--- src/rtl/video_timing_pkg.sv ---
// Shared timing constants (640x480@60), TMDS control-period codes and FSM/pattern helpers
// for the video timing controller.
package video_timing_pkg;

  localparam int H_ACTIVE_640 = 640;
  localparam int H_FP_640     = 16;
  localparam int H_SYNC_640   = 96;
  localparam int H_BP_640     = 48;
  localparam int V_ACTIVE_480 = 480;
  localparam int V_FP_480     = 10;
  localparam int V_SYNC_480   = 2;
  localparam int V_BP_480     = 33;

  // TMDS control-period symbols indexed by {c1,c0}
  localparam logic [9:0] TMDS_CTL_00 = 10'b1101010100;
  localparam logic [9:0] TMDS_CTL_01 = 10'b0010101011;
  localparam logic [9:0] TMDS_CTL_10 = 10'b0101010100;
  localparam logic [9:0] TMDS_CTL_11 = 10'b1010101011;

  typedef enum logic {
    ST_IDLE = 1'b0,
    ST_RUN  = 1'b1
  } vtc_state_e;

  // Colour-bar palette as {r,g,b}
  function automatic logic [23:0] bar_colour(input logic [2:0] idx);
    logic [23:0] c;
    case (idx)
      3'd0:    c = 24'hFFFFFF;
      3'd1:    c = 24'hFFFF00;
      3'd2:    c = 24'h00FFFF;
      3'd3:    c = 24'h00FF00;
      3'd4:    c = 24'hFF00FF;
      3'd5:    c = 24'hFF0000;
      3'd6:    c = 24'h0000FF;
      default: c = 24'h000000;
    endcase
    return c;
  endfunction

endpackage

--- src/rtl/video_timing_ctrl_sync_gen.sv ---
// One timing axis: wrapping position counter plus next-position active/sync window flags,
// so the parent can register its outputs in the same cycle the counter updates.
module sync_gen #(
  parameter int ACTIVE = 640,
  parameter int FP     = 16,
  parameter int SYNC   = 96,
  parameter int BP     = 48
) (
  input  logic        clk_i,
  input  logic        rst_i,
  input  logic        run_i,
  input  logic        adv_i,
  output logic [11:0] count_o,
  output logic        last_o,
  output logic        act_nxt_o,
  output logic        sync_nxt_o
);

  localparam int TOTAL = ACTIVE + FP + SYNC + BP;
  localparam logic [11:0] LAST       = 12'(TOTAL - 1);
  localparam logic [12:0] ACT_END    = 13'(ACTIVE);
  localparam logic [12:0] SYNC_START = 13'(ACTIVE + FP);
  localparam logic [12:0] SYNC_END   = 13'(ACTIVE + FP + SYNC);

  logic [11:0] count_q, count_d;

  assign last_o  = (count_q == LAST);
  assign count_o = count_q;

  always_comb begin
    count_d = count_q;
    if (!run_i) begin
      count_d = 12'd0;
    end else if (adv_i) begin
      count_d = last_o ? 12'd0 : count_q + 12'd1;
    end else begin
      count_d = count_q;
    end
  end

  assign act_nxt_o  = ({1'b0, count_d} < ACT_END);
  assign sync_nxt_o = ({1'b0, count_d} >= SYNC_START) && ({1'b0, count_d} < SYNC_END);

  always_ff @(posedge clk_i) begin
    if (rst_i) begin
      count_q <= 12'd0;
    end else begin
      count_q <= count_d;
    end
  end

endmodule

--- src/rtl/video_timing_ctrl.sv ---
// Video timing controller: IDLE/RUN frame sequencer with registered, zero-skew sync/active/count
// outputs. Optional colour-bar pattern outputs are built when VTC_PATTERN_EN is defined.
module video_timing_ctrl
  import video_timing_pkg::*;
#(
  parameter int   H_ACTIVE = H_ACTIVE_640,
  parameter int   H_FP     = H_FP_640,
  parameter int   H_SYNC   = H_SYNC_640,
  parameter int   H_BP     = H_BP_640,
  parameter int   V_ACTIVE = V_ACTIVE_480,
  parameter int   V_FP     = V_FP_480,
  parameter int   V_SYNC   = V_SYNC_480,
  parameter int   V_BP     = V_BP_480,
  parameter logic SYNC_POL = 1'b0
) (
  input  logic        pixel_clk,
  input  logic        rst,
  input  logic        enable,
  output logic        hsync,
  output logic        vsync,
  output logic        active,
  output logic [1:0]  ctl0,
  output logic [11:0] hcount,
  output logic [11:0] vcount,
  output logic        frame_start,
`ifdef VTC_PATTERN_EN
  output logic [7:0]  pat_r,
  output logic [7:0]  pat_g,
  output logic [7:0]  pat_b,
`endif
  output logic        busy
);

  vtc_state_e state_q;
  logic h_last, v_last, h_act_nxt, v_act_nxt, h_sync_nxt, v_sync_nxt;
  logic run_d, act_d, hsync_d, vsync_d, frame_last, h_adv, v_adv;
  logic hsync_q, vsync_q, active_q, frame_start_q, busy_q;
  logic [1:0] ctl0_q;

  assign frame_last = h_last & v_last;
  assign h_adv      = (state_q == ST_RUN);
  assign v_adv      = h_adv & h_last;

  // A frame in flight always runs to its last pixel; enable is only consulted there or in IDLE.
  always_comb begin
    run_d = 1'b0;
    if (rst) begin
      run_d = 1'b0;
    end else begin
      case (state_q)
        ST_IDLE: run_d = enable;
        ST_RUN:  run_d = enable | ~frame_last;
        default: run_d = 1'b0;
      endcase
    end
  end

  assign act_d   = run_d & h_act_nxt & v_act_nxt;
  assign hsync_d = (run_d & h_sync_nxt) ? SYNC_POL : ~SYNC_POL;
  assign vsync_d = (run_d & v_sync_nxt) ? SYNC_POL : ~SYNC_POL;

  sync_gen #(.ACTIVE(H_ACTIVE), .FP(H_FP), .SYNC(H_SYNC), .BP(H_BP)) u_hgen (
    .clk_i(pixel_clk), .rst_i(rst), .run_i(run_d), .adv_i(h_adv),
    .count_o(hcount), .last_o(h_last), .act_nxt_o(h_act_nxt), .sync_nxt_o(h_sync_nxt)
  );

  sync_gen #(.ACTIVE(V_ACTIVE), .FP(V_FP), .SYNC(V_SYNC), .BP(V_BP)) u_vgen (
    .clk_i(pixel_clk), .rst_i(rst), .run_i(run_d), .adv_i(v_adv),
    .count_o(vcount), .last_o(v_last), .act_nxt_o(v_act_nxt), .sync_nxt_o(v_sync_nxt)
  );

  always_ff @(posedge pixel_clk) begin
    if (rst) begin
      state_q       <= ST_IDLE;
      busy_q        <= 1'b0;
      active_q      <= 1'b0;
      hsync_q       <= ~SYNC_POL;
      vsync_q       <= ~SYNC_POL;
      ctl0_q        <= {~SYNC_POL, ~SYNC_POL};
      frame_start_q <= 1'b0;
    end else begin
      state_q       <= run_d ? ST_RUN : ST_IDLE;
      busy_q        <= run_d;
      active_q      <= act_d;
      hsync_q       <= hsync_d;
      vsync_q       <= vsync_d;
      ctl0_q        <= {vsync_d, hsync_d};
      frame_start_q <= run_d & ((state_q == ST_IDLE) | frame_last);
    end
  end

  assign hsync       = hsync_q;
  assign vsync       = vsync_q;
  assign active      = active_q;
  assign ctl0        = ctl0_q;
  assign frame_start = frame_start_q;
  assign busy        = busy_q;

`ifdef VTC_PATTERN_EN
  localparam int BAR_W = (H_ACTIVE / 8 > 0) ? H_ACTIVE / 8 : 1;
  logic [11:0] h_nxt_d, bar_d;
  logic [2:0]  bar_idx_d;
  logic [23:0] pat_q;

  // Bar index is derived from the next hcount so the pattern register lines up with active.
  always_comb begin
    h_nxt_d = 12'd0;
    if (state_q == ST_RUN && !h_last) begin
      h_nxt_d = hcount + 12'd1;
    end else begin
      h_nxt_d = 12'd0;
    end
    bar_d     = h_nxt_d / 12'(BAR_W);
    bar_idx_d = (bar_d > 12'd7) ? 3'd7 : bar_d[2:0];
  end

  always_ff @(posedge pixel_clk) begin
    if (rst) begin
      pat_q <= 24'd0;
    end else begin
      pat_q <= act_d ? bar_colour(bar_idx_d) : 24'd0;
    end
  end

  assign pat_r = pat_q[23:16];
  assign pat_g = pat_q[15:8];
  assign pat_b = pat_q[7:0];
`endif

endmodule

--- config.mk ---
export PLATFORM = sky130hd
export DESIGN_NAME = video_timing_ctrl
export DESIGN_NICKNAME = d
export VERILOG_FILES = /design/src/rtl/video_timing_pkg.sv /design/src/rtl/video_timing_ctrl_sync_gen.sv /design/src/rtl/video_timing_ctrl.sv
export SDC_FILE = /design/constraint.sdc
export NUM_CORES = 1
export LEC_CHECK = 0
export ABC_AREA = 0
export BUFFER_PORTS_ARGS = -buffer_cell sky130_fd_sc_hd__buf_2
export CORE_MARGIN = 2
export CORE_UTILIZATION = 50
export CTS_BUF_LIST = sky130_fd_sc_hd__clkbuf_8
export CTS_CLUSTER_DIAMETER = 120
export DETAILED_ROUTE_END_ITERATION = 7
export PLACE_DENSITY = 0.77
export SLEW_MARGIN = 40
export SYNTH_ARGS = -nofsm -noshare
export SYNTH_HDL_FRONTEND = slang
export SYNTH_SLANG_ARGS = --single-unit
--- constraint.sdc ---
create_clock -name pixel_clk -period 2.3 [get_ports pixel_clk]
set_clock_uncertainty 0.15 [all_clocks]
set_input_delay 0.115 -clock pixel_clk [delete_from_list [all_inputs] [get_ports pixel_clk]]
set_output_delay 0.115 -clock pixel_clk [all_outputs]
set_load 0.01 [all_outputs]
==> metrics <==
status=finished, final reports clean; first-pass GRT wire length=6251 um; Final Hold Fails=0; Worst EP arrival=2200 ps; Overflow after GRT=0; startpoint types=register; Slew @ Worst Pin=417.7 ps; Port Buffers=33; detailed router's first-iteration violation count=90; Highest Clock Rate=455.5 MHz; post-synth net total=188; nets@finish=240; Worst-path clk slew=60 ps; Synth-to-Final Area Change=27.19%; GP Congestion=0.8691; Clock Latency Late Sink=290 ps; Worst Path Max Fanout=4; WS Path Type=register to register; DR WL/cell=13.68 um; Post-Syn Instances=182; cell count after placement=270; setup slack after layout=104.4 ps; row count=20; Final Max Tran Viols=0; H-tree depth=2; clk sinks=29; DP Wirelength=2859 um; post-synthesis sequential area ratio=36.68%; root buffer cell=clkbuf_8; share of layout cells above drive strength 1=34.04%; Synth area leader=dfxtp_1; initial antenna violation count=0; Routed Antenna Nets=0; Final setup viols=0; CP Data Required Time=2300 ps; pwr dens=482.6 nW/um^2; Leak=0.0008238 uW; via count=1505; largest net degree at the start of global routing=10; ant diodes=0; share of the synthesized area in the top cell type=36.68%; Mapped Area=1583 um^2; EDFF count, synth=0; ys async rst share=0%; pre-CTS setup slack=47.29 ps; Ports=34; Avg Cell Area, Syn=8.697 um^2; Worst Hold Class=input port to register; Routed WL=3816 um; CTS tree=done; drt drc=0; unrepaired setup endpoints after global routing=false; Die H=60.27 um; top cells by area, synth=dfxtp_1 37%, nor2_1 5.9%, xnor2_1 5.0%, xor2_1 5.0%, nand3_1 4.1%; headroom to the max-slew limit=71.92%; Final Non-Filler Cells=279; Placement Cell Area=1889 um^2; TritonRoute pass-1 iters=4; post-synthesis register bit count=29; CTS Buffer Depth=2; final instance area=2013 um^2; via/cell ratio=5.394; CP endpoint kind=register; Yosys warnings=0; total track usage=24.05%; Starting Density=52.27%; MaxCap Viol Count=0; Worst VDD drop=0.4741 mV; CTS Buf Count=5; setup_tns=0 ps; vias in the first global route=1404; minimum clock period=2196 ps; post-synth cell types=45; CORE AREA=3028 um^2; post-CTS setup buffers=0; die width=60.27 um; Final Cycle Share=95.46%; Die Area=3632 um^2; Top FF cell, synth=dfxtp_1
through the flow:
stage / power, uW / utilization, % / hold WS [ps]
floorplan: 550.2 / - / 160.8
global placement: 573.2 / 62.40 / 307.6
detailed placement: 573.4 / 62.40 / 301.1
CTS: 977.0 / 65.45 / 26.05
global route: 1004 / 66.49 / 47.89
finish: 971.5 / 66.49 / 32.21
logic make-up (layout without fill, tap and decap cells):
family	count (synthesis)	in the layout	share of synthesized area, %
AO/OA/AOI/OAI	20	20	9.327
XOR/XNOR	18	18	9.961
adder cells (fa/ha/maj)	3	3	2.372
buffers and inverters	11	64	4.110
flip-flops	29	29	36.68
multiplexers	2	2	1.265
AND/OR/NAND/NOR	99	99	36.28
synthesized netlist by cell type, types with 2 or more instances:
library cell / instances
xor2_1: 9
and3_2: 2
o21ai_0: 7
buf_6: 2
a21oi_1: 4
dfxtp_1: 29
ha_1: 3
or2_2: 2
buf_4: 2
and3_1: 4
nand4b_1: 3
nor4_1: 2
and2_1: 3
nand3_1: 13
nor3_1: 9
or3_1: 2
nand4_1: 3
inv_1: 5
nand2_1: 16
nor2_1: 25
xnor2_1: 9
a31oi_1: 2
mux2i_1: 2
and4_2: 2
nor2b_1: 2
worst paths after layout:
path | start | depth (start not counted) | endpoint | slack, ps
worst max-delay path | u_hgen.count_o[0]$_SDFF_PP0_ | 7 | vsync$_SDFF_PP1_ | 100
worst min-delay path | enable | 3 | h_adv$_SDFF_PP0_ | 30
worst max register to register | u_hgen.count_o[0]$_SDFF_PP0_ | 7 | vsync$_SDFF_PP1_ | 100
worst min register to register | u_vgen.count_o[0]$_SDFF_PP0_ | 2 | u_vgen.count_o[0]$_SDFF_PP0_ | 350
routing by layer:
metal | global-route usage, % | vias to the layer above | share of wire (%)
met3 | 8.009 | 10 | 5.9
li1 | - | 749 | -
met1 | 30.12 | 705 | 46
met5 | 0 | - | 0
met2 | 36.49 | 41 | 46
met4 | 12.38 | 0 | 2.4
report_power, final:
group	switching, uW	internal, uW
logic	29.1	24.5
registers	2.80	506
clock network	204	205
total	236	736
cells in the final DEF (no fill, tap or decap), types with 2 or more instances in the layout:
master and instances:
and4_2 2, nand4_1 3, a31oi_1 2, nand4b_1 3, buf_4 17, and3_2 3, nand3_1 12, nor2b_1 2
xnor2_1 9, xor2_1 9, dfxtp_1 27, or2_2 2, or3_1 2, nand2_1 16, ha_1 3, a21oi_1 4
and3_1 3, clkbuf_8 5, nor2_1 25, mux2i_1 2, buf_2 33, o21ai_0 7, inv_1 6, and2_1 3
nor3_1 8, clkinv_2 2
layout make-up:
type | instances | area [um^2]
Timing Repair Buffer | 51 | 302.8
Sequential cell | 29 | 585.6
Clock inverter | 3 | 13.76
Tap cell | 44 | 55.05
Inverter | 5 | 18.77
Clock buffer | 5 | 68.82
Multi-Input combinational cell | 142 | 968.4
Fill cell | 262 | 1015
worst max-delay path, cell delays in order (launching register included):
cell	delay (ps)
dfxtp_1	340
ha_1	210
and3_2	230
nand4_4	100
or4b_4	530
a21oi_2	160
and4_4	230
nand4b_1	110
flip-flops by register name, summed over array words and instances (netlist names):
signal          cells
ctl0                1
active              1
frame_start         1
u_hgen.count_o     12
h_adv               1
vsync               1
u_vgen.count_o     12
what timing repair did:
item,in CTS,in global routing
setup endpoints to repair,0,2
endpoints found under the hold margin,1,0
gates resized for setup,0,8
hold buffers,1,0
Note: power is estimated with default switching activity, not from simulation.
